<file path="src/rtl/mc_ctrl_fsm.sv">
// Multicycle control FSM for the RV32I datapath.
// Sequences FETCH/DECODE/EXEC/MEM/WB, drives datapath strobes and mux
// selects, handshakes with a single shared memory over req/ready and
// traps on unsupported opcodes or memory timeouts.
// Optional: define MC_INSTRET_EN to add the 32-bit retired-instruction
// counter output 'instret'.
//
// state  | meaning
// -------+--------------------------------------------------------------
// IDLE   | one cycle after reset before the first fetch
// FETCH  | instruction read from PC address, ir_we on mem_ready
// DECODE | classify opcode into the class register
// EXEC   | ALU operation, branch/jump PC update and link write
// MEM    | data access at ALU address (load or store)
// WB     | register write-back and PC+4 update
// FAULT  | trap: all strobes off, left only by reset
module mc_ctrl_fsm #(
    parameter int TIMEOUT   = 255,
    parameter int TIMEOUT_W = 8
) (
    input  logic       clk,
    input  logic       rst_n,
    input  logic [6:0] opcode,
    input  logic       branch_taken,
    input  logic       mem_ready,
    output logic       mem_req,
    output logic       mem_we,
    output logic       mem_sel_data,
    output logic       ir_we,
    output logic       pc_we,
    output logic [1:0] pc_src,
    output logic       alu_src_b,
    output logic [1:0] alu_op,
    output logic       rf_we,
    output logic [1:0] wb_sel,
    output logic       fault,
    output logic [2:0] state
`ifdef MC_INSTRET_EN
    ,
    output logic [31:0] instret
`endif
);

    typedef enum logic [2:0] {
        S_IDLE   = 3'd0,
        S_FETCH  = 3'd1,
        S_DECODE = 3'd2,
        S_EXEC   = 3'd3,
        S_MEM    = 3'd4,
        S_WB     = 3'd5,
        S_FAULT  = 3'd6
    } state_t;

    typedef enum logic [2:0] {
        C_NONE   = 3'd0,
        C_OPI    = 3'd1,
        C_OP     = 3'd2,
        C_LOAD   = 3'd3,
        C_STORE  = 3'd4,
        C_BRANCH = 3'd5,
        C_JAL    = 3'd6,
        C_JALR   = 3'd7
    } cls_t;

    localparam logic [6:0] OPC_OPI    = 7'b0010011;
    localparam logic [6:0] OPC_OP     = 7'b0110011;
    localparam logic [6:0] OPC_LOAD   = 7'b0000011;
    localparam logic [6:0] OPC_STORE  = 7'b0100011;
    localparam logic [6:0] OPC_BRANCH = 7'b1100011;
    localparam logic [6:0] OPC_JAL    = 7'b1101111;
    localparam logic [6:0] OPC_JALR   = 7'b1100111;

    state_t                 state_q, state_d;
    cls_t                   cls_q, cls_d;
    logic [TIMEOUT_W-1:0]   wait_q;
    logic [TIMEOUT_W:0]     wait_inc;
    logic                   timeout_hit;

    // The cycle that would bring the wait count up to TIMEOUT is the last
    // allowed waiting cycle; mem_ready in that cycle still completes.
    assign wait_inc    = {1'b0, wait_q} + 1'b1;
    assign timeout_hit = (TIMEOUT != 0) && (int'(wait_inc) == TIMEOUT);

    // State, class and wait-counter registers.
    always_ff @(posedge clk or negedge rst_n) begin
        if (!rst_n) begin
            state_q <= S_IDLE;
            cls_q   <= C_NONE;
            wait_q  <= '0;
        end else begin
            state_q <= state_d;
            cls_q   <= cls_d;
            // Staying in FETCH/MEM means the request is still waiting.
            if ((state_q == S_FETCH || state_q == S_MEM) && state_d == state_q)
                wait_q <= wait_inc[TIMEOUT_W-1:0];
            else
                wait_q <= '0;
        end
    end

    // Next-state and output decode from state plus registered class.
    always_comb begin
        state_d      = state_q;
        cls_d        = cls_q;
        mem_req      = 1'b0;
        mem_we       = 1'b0;
        mem_sel_data = 1'b0;
        ir_we        = 1'b0;
        pc_we        = 1'b0;
        pc_src       = 2'd0;
        alu_src_b    = 1'b0;
        alu_op       = 2'd0;
        rf_we        = 1'b0;
        wb_sel       = 2'd0;
        fault        = 1'b0;
        case (state_q)
            S_IDLE: state_d = S_FETCH;
            S_FETCH: begin
                mem_req = 1'b1;
                if (mem_ready) begin
                    ir_we   = 1'b1;
                    state_d = S_DECODE;
                end else if (timeout_hit) begin
                    state_d = S_FAULT;
                end
            end
            S_DECODE: begin
                state_d = S_EXEC;
                case (opcode)
                    OPC_OPI:    cls_d = C_OPI;
                    OPC_OP:     cls_d = C_OP;
                    OPC_LOAD:   cls_d = C_LOAD;
                    OPC_STORE:  cls_d = C_STORE;
                    OPC_BRANCH: cls_d = C_BRANCH;
                    OPC_JAL:    cls_d = C_JAL;
                    OPC_JALR:   cls_d = C_JALR;
                    default: begin
                        cls_d   = C_NONE;
                        state_d = S_FAULT;
                    end
                endcase
            end
            S_EXEC: begin
                case (cls_q)
                    C_OPI: begin
                        alu_src_b = 1'b1;
                        alu_op    = 2'd1;
                        state_d   = S_WB;
                    end
                    C_OP: begin
                        alu_op  = 2'd1;
                        state_d = S_WB;
                    end
                    C_LOAD, C_STORE: begin
                        alu_src_b = 1'b1;
                        state_d   = S_MEM;
                    end
                    C_BRANCH: begin
                        alu_op  = 2'd2;
                        pc_we   = 1'b1;
                        pc_src  = branch_taken ? 2'd1 : 2'd0;
                        state_d = S_FETCH;
                    end
                    C_JAL: begin
                        pc_we   = 1'b1;
                        pc_src  = 2'd1;
                        rf_we   = 1'b1;
                        wb_sel  = 2'd2;
                        state_d = S_FETCH;
                    end
                    C_JALR: begin
                        alu_src_b = 1'b1;
                        pc_we     = 1'b1;
                        pc_src    = 2'd2;
                        rf_we     = 1'b1;
                        wb_sel    = 2'd2;
                        state_d   = S_FETCH;
                    end
                    default: state_d = S_FAULT;
                endcase
            end
            S_MEM: begin
                mem_req      = 1'b1;
                mem_sel_data = 1'b1;
                mem_we       = (cls_q == C_STORE);
                if (mem_ready) begin
                    if (cls_q == C_STORE) begin
                        pc_we   = 1'b1;
                        state_d = S_FETCH;
                    end else begin
                        state_d = S_WB;
                    end
                end else if (timeout_hit) begin
                    state_d = S_FAULT;
                end
            end
            S_WB: begin
                rf_we   = 1'b1;
                wb_sel  = (cls_q == C_LOAD) ? 2'd1 : 2'd0;
                pc_we   = 1'b1;
                state_d = S_FETCH;
            end
            S_FAULT: fault = 1'b1;
            default: state_d = S_FAULT;
        endcase
    end

    assign state = state_q;

`ifdef MC_INSTRET_EN
    logic [31:0] instret_q;

    // Count instructions retiring back into FETCH; naturally frozen in FAULT.
    always_ff @(posedge clk or negedge rst_n) begin
        if (!rst_n)
            instret_q <= '0;
        else if (state_d == S_FETCH &&
                 (state_q == S_EXEC || state_q == S_MEM || state_q == S_WB))
            instret_q <= instret_q + 32'd1;
    end

    assign instret = instret_q;
`endif

endmodule

</file>
<file path="config.mk">
export PLATFORM = sky130hd
export DESIGN_NAME = mc_ctrl_fsm
export DESIGN_NICKNAME = d
export VERILOG_FILES = /design/src/rtl/mc_ctrl_fsm.sv
export SDC_FILE = /design/constraint.sdc
export NUM_CORES = 1
export LEC_CHECK = 0
export ABC_AREA = 1
export BUFFER_PORTS_ARGS = -buffer_cell sky130_fd_sc_hd__buf_2
export CORE_ASPECT_RATIO = 0.75
export CORE_UTILIZATION = 55
export DETAILED_ROUTE_END_ITERATION = 10
export PLACE_DENSITY = 0.82
export SYNTH_ARGS = -nofsm -noshare
export SYNTH_HDL_FRONTEND = slang
export SYNTH_SLANG_ARGS = --single-unit
</file>
<file path="constraint.sdc">
create_clock -name clk -period 3.4 [get_ports clk]
set_clock_uncertainty 0.1 [all_clocks]
set_input_delay 0.17 -clock clk [delete_from_list [all_inputs] [get_ports clk]]
set_output_delay 0.17 -clock clk [all_outputs]
set_load 0.05 [all_outputs]
</file>
==> qor.yml <==
cells_and_area:
  final_cell_mix: "nand2_1 (40), buf_2 (27), inv_1 (22), nor2_1 (16), dfrtp_1 (14)"
  drive_gt1_share_pct: 30.2
  fillers: 166
  syn_to_final_growth_pct: 17.8
  final_common_cell: "nand2_1"
  antenna_cells: 0
  finalNetCount: 213
sta:
  fmax_ghz: 0.433
  setup_tns_ns: 0
  period_needed_ns: 2.31
  holdWs_ns: 0.127
  timing.final.setup_violations: 0
  finalCritPeriodShare_pct: 67.9
  final-hold-violation-count: 0
  rsz0062_at_grt: "false"
  tightest_slew_ns: 0.528
  maxSlewViolCount: 0
  relSlewSlack_pct: 64.6
global_routing:
  grt_pass1_vias: 1087
  antenna_found_initial: 0
  grt_pass1_wl_um: 4510
  grt.total_usage_pct: 26.9
  grt_overflow: 0
  grt_max_degree: 15
clocking:
  htree_num_levels: 1
  path_clk_slew_ns: 0.08
  clockRootBuffer: "clkbuf_4"
  cts_tree: "done"
  cts_max_path_buffers: 2
  clock_sinks: 14
  cts_made_buffers: 3
  clock_latency_ns: 0.28
  cts_setup_buffers: 0
pwr:
  power_leakage_nw: 0.667
  switching_share_pct: 60.4
  pwr-share-clk_pct: 11.0
  power_switching_mw: 0.655
  p_per_area_nw_per_um2: 800
  p_int_mw: 0.429
  power_frac_comb_pct: 65.3
  ir_worst_vdd_mv: 0.668
  pwr-share-seq_pct: 23.6
synth:
  syn-num-nets: 181
  yosys.cell_types.count: 23
  yosysSeqAreaShare_pct: 30.5
  yosys.area.top_type_share_pct: 30.5
  synth_cells: 168
  synth.cell_area_um2: 1150
  ys_top_cells_by_area: "dfrtp_1 (30%), nand2_1 (13%), nor3_2 (8.7%)"
  syn_avg_cell_area_um2: 6.84
  yosys_register_bits: 14
  yosysTopAreaCell: "dfrtp_1"
  yosys_warnings: 0
die:
  rows: 13
  die_w_um: 54.8
  core_area_um2: 1840
  io_pins: 28
  initial_core_util_pct: 62.6
  die_h_um: 41.6
  dieArea_um2: 2280
flow_run:
  cap_violations: 0
placed_design:
  dp.final_hpwl_um: 2160
  gp_congestion: 0.878
  port_buffers: 27
detailed_routing:
  drc: 0
  routedWlPerCell_um: 12.3
  postRouteAntennaNets: 0
  wl_um: 2720
  drt_iter0_drc: 41
  drtPass1Iterations: 5
  viasPerCell: 5.62
  via_count: 1242
worst_setup_path:
  crit_top_cell: "nand2_1"
  rrSetupSlack_ns: 1.41
  r2r_start: "wait_q[0]"
  critPathMaxStageDelay_ns: 0.45
  setup.worst_path.class: "flop to output port"
  crit_path_end_kind: "output port"
  reg2reg_depth: 12
  arrival_ns: 2.04
  cp_slowest_cell: "dfrtp_1"
  required_ns: 3.13
  startpoint_type: "flop"
  r2r-end: "wait_q[2]"
  path_cells: "ha_1, nand3_1, o21bai_1, nand2_1, nor2_1, nand2_2, nand2_1, nand2_1, nand2_2, o22ai_1, buf_2"
  crit_fanout: 5
hold_path:
  hp-class: "input pin to flop"
  holdPathEnd: "cls_q[0]"
  hp-start: "opcode[3]"
  holdPathStages: 4
status:
  status: "completed"
[power by group through the flow]
| stage | registers [mW] | clock network [mW] | logic, mW |
|---|---|---|---|
| floorplan | 0.307 | 0 | 0.499 |
| global placement | 0.255 | 0 | 0.686 |
| detailed placement | 0.259 | 0 | 0.698 |
| global route | 0.262 | 0.130 | 0.756 |
| finish | 0.256 | 0.119 | 0.708 |
| CTS | 0.256 | 0.121 | 0.703 |
[cells by family (layout without fill, tap and decap cells)]
| family | Yosys count | count (layout) | synth area share [%] |
|---|---|---|---|
| AND/OR/NAND/NOR | 104 | 104 | 48.5 |
| flip-flops | 14 | 14 | 30.5 |
| AO/OA/AOI/OAI | 20 | 20 | 9.68 |
| adder cells (fa/ha/maj) | 2 | 2 | 2.18 |
| buffers and inverters | 28 | 59 | 9.14 |
[worst max-delay path: cells and delay by family, from the launching register on]
kind / cells / cell delay (ns)
AO/OA/AOI/OAI: 2 / 0.20
adder cells (fa/ha/maj): 1 / 0.26
buffers and inverters: 1 / 0.21
flip-flops: 1 / 0.45
AND/OR/NAND/NOR: 7 / 0.62
[flip-flops by register name (all words and copies together), names as in the netlist]
register	cells
wait_q	8
cls_q	3
state	3
[worst max-delay path by stage]
stage                          from     end
final                     wait_q[0]   pc_we
after global routing      wait_q[0]   pc_we
after CTS                 wait_q[0]   pc_we
after detailed placement  wait_q[0]   pc_we
after global placement    wait_q[0]   pc_we
after floorplan            state[2]  mem_we
[cells in the mapped netlist]
cell,n
a31oi_1,2
o21ai_0,10
clkbuf_1,1
nor3_1,5
nor2_1,16
nand3_1,12
nand2_2,6
inv_2,5
nand4_1,6
ha_1,2
o31ai_1,1
nand3_4,1
dfrtp_1,14
a21oi_1,4
nand3_2,4
inv_1,22
o21bai_1,2
nand2_1,40
nand2_4,1
nor3_2,10
nor2_2,2
nor4_1,1
o22ai_1,1
[stage by stage]
| step | power, mW | cell area, um^2 | instances | util, % | setup WS [ns] |
|---|---|---|---|---|---|
| 2_1_floorplan | 0.806 | 1150 | 168 | - | 0.343 |
| 3_3_place_gp | 0.941 | 1310 | 216 | 71.2 | 1.49 |
| 3_5_place_dp | 0.957 | 1310 | 216 | 71.2 | 1.42 |
| 4_1_cts | 1.08 | 1360 | 221 | 73.7 | 1.10 |
| 5_1_grt | 1.15 | 1360 | 221 | 73.7 | 0.891 |
| 6_report | 1.08 | 1360 | 221 | 73.7 | 1.09 |
[repair_timing]
action / CTS / global route
hold buffers: 1 / 0
resized for setup: 0 / 0
hold endpoints to repair: 14 / 0
[area by class of cell]
| class | instances | area (um^2) | share of cell area [%] |
|---|---|---|---|
| clock buffer | 4 | 36.3 | 2.68 |
| multi-input combinational | 126 | 694 | 51.2 |
| tap | 22 | 27.5 | 2.03 |
| inverter | 27 | 101 | 7.48 |
| timing repair buffer | 28 | 145 | 10.7 |
| sequential | 14 | 350 | 25.9 |
[per-layer routing]
layer / vias up / track usage [%] / routed length (um)
met3: 5 / 7.33 / 169
met4: 0 / 8.72 / 22
met1: 578 / 36.3 / 1250
met2: 41 / 40.7 / 1270
li1: 618 / - / -
met5: - / 0 / 0
(Power assumes the default switching activity.)
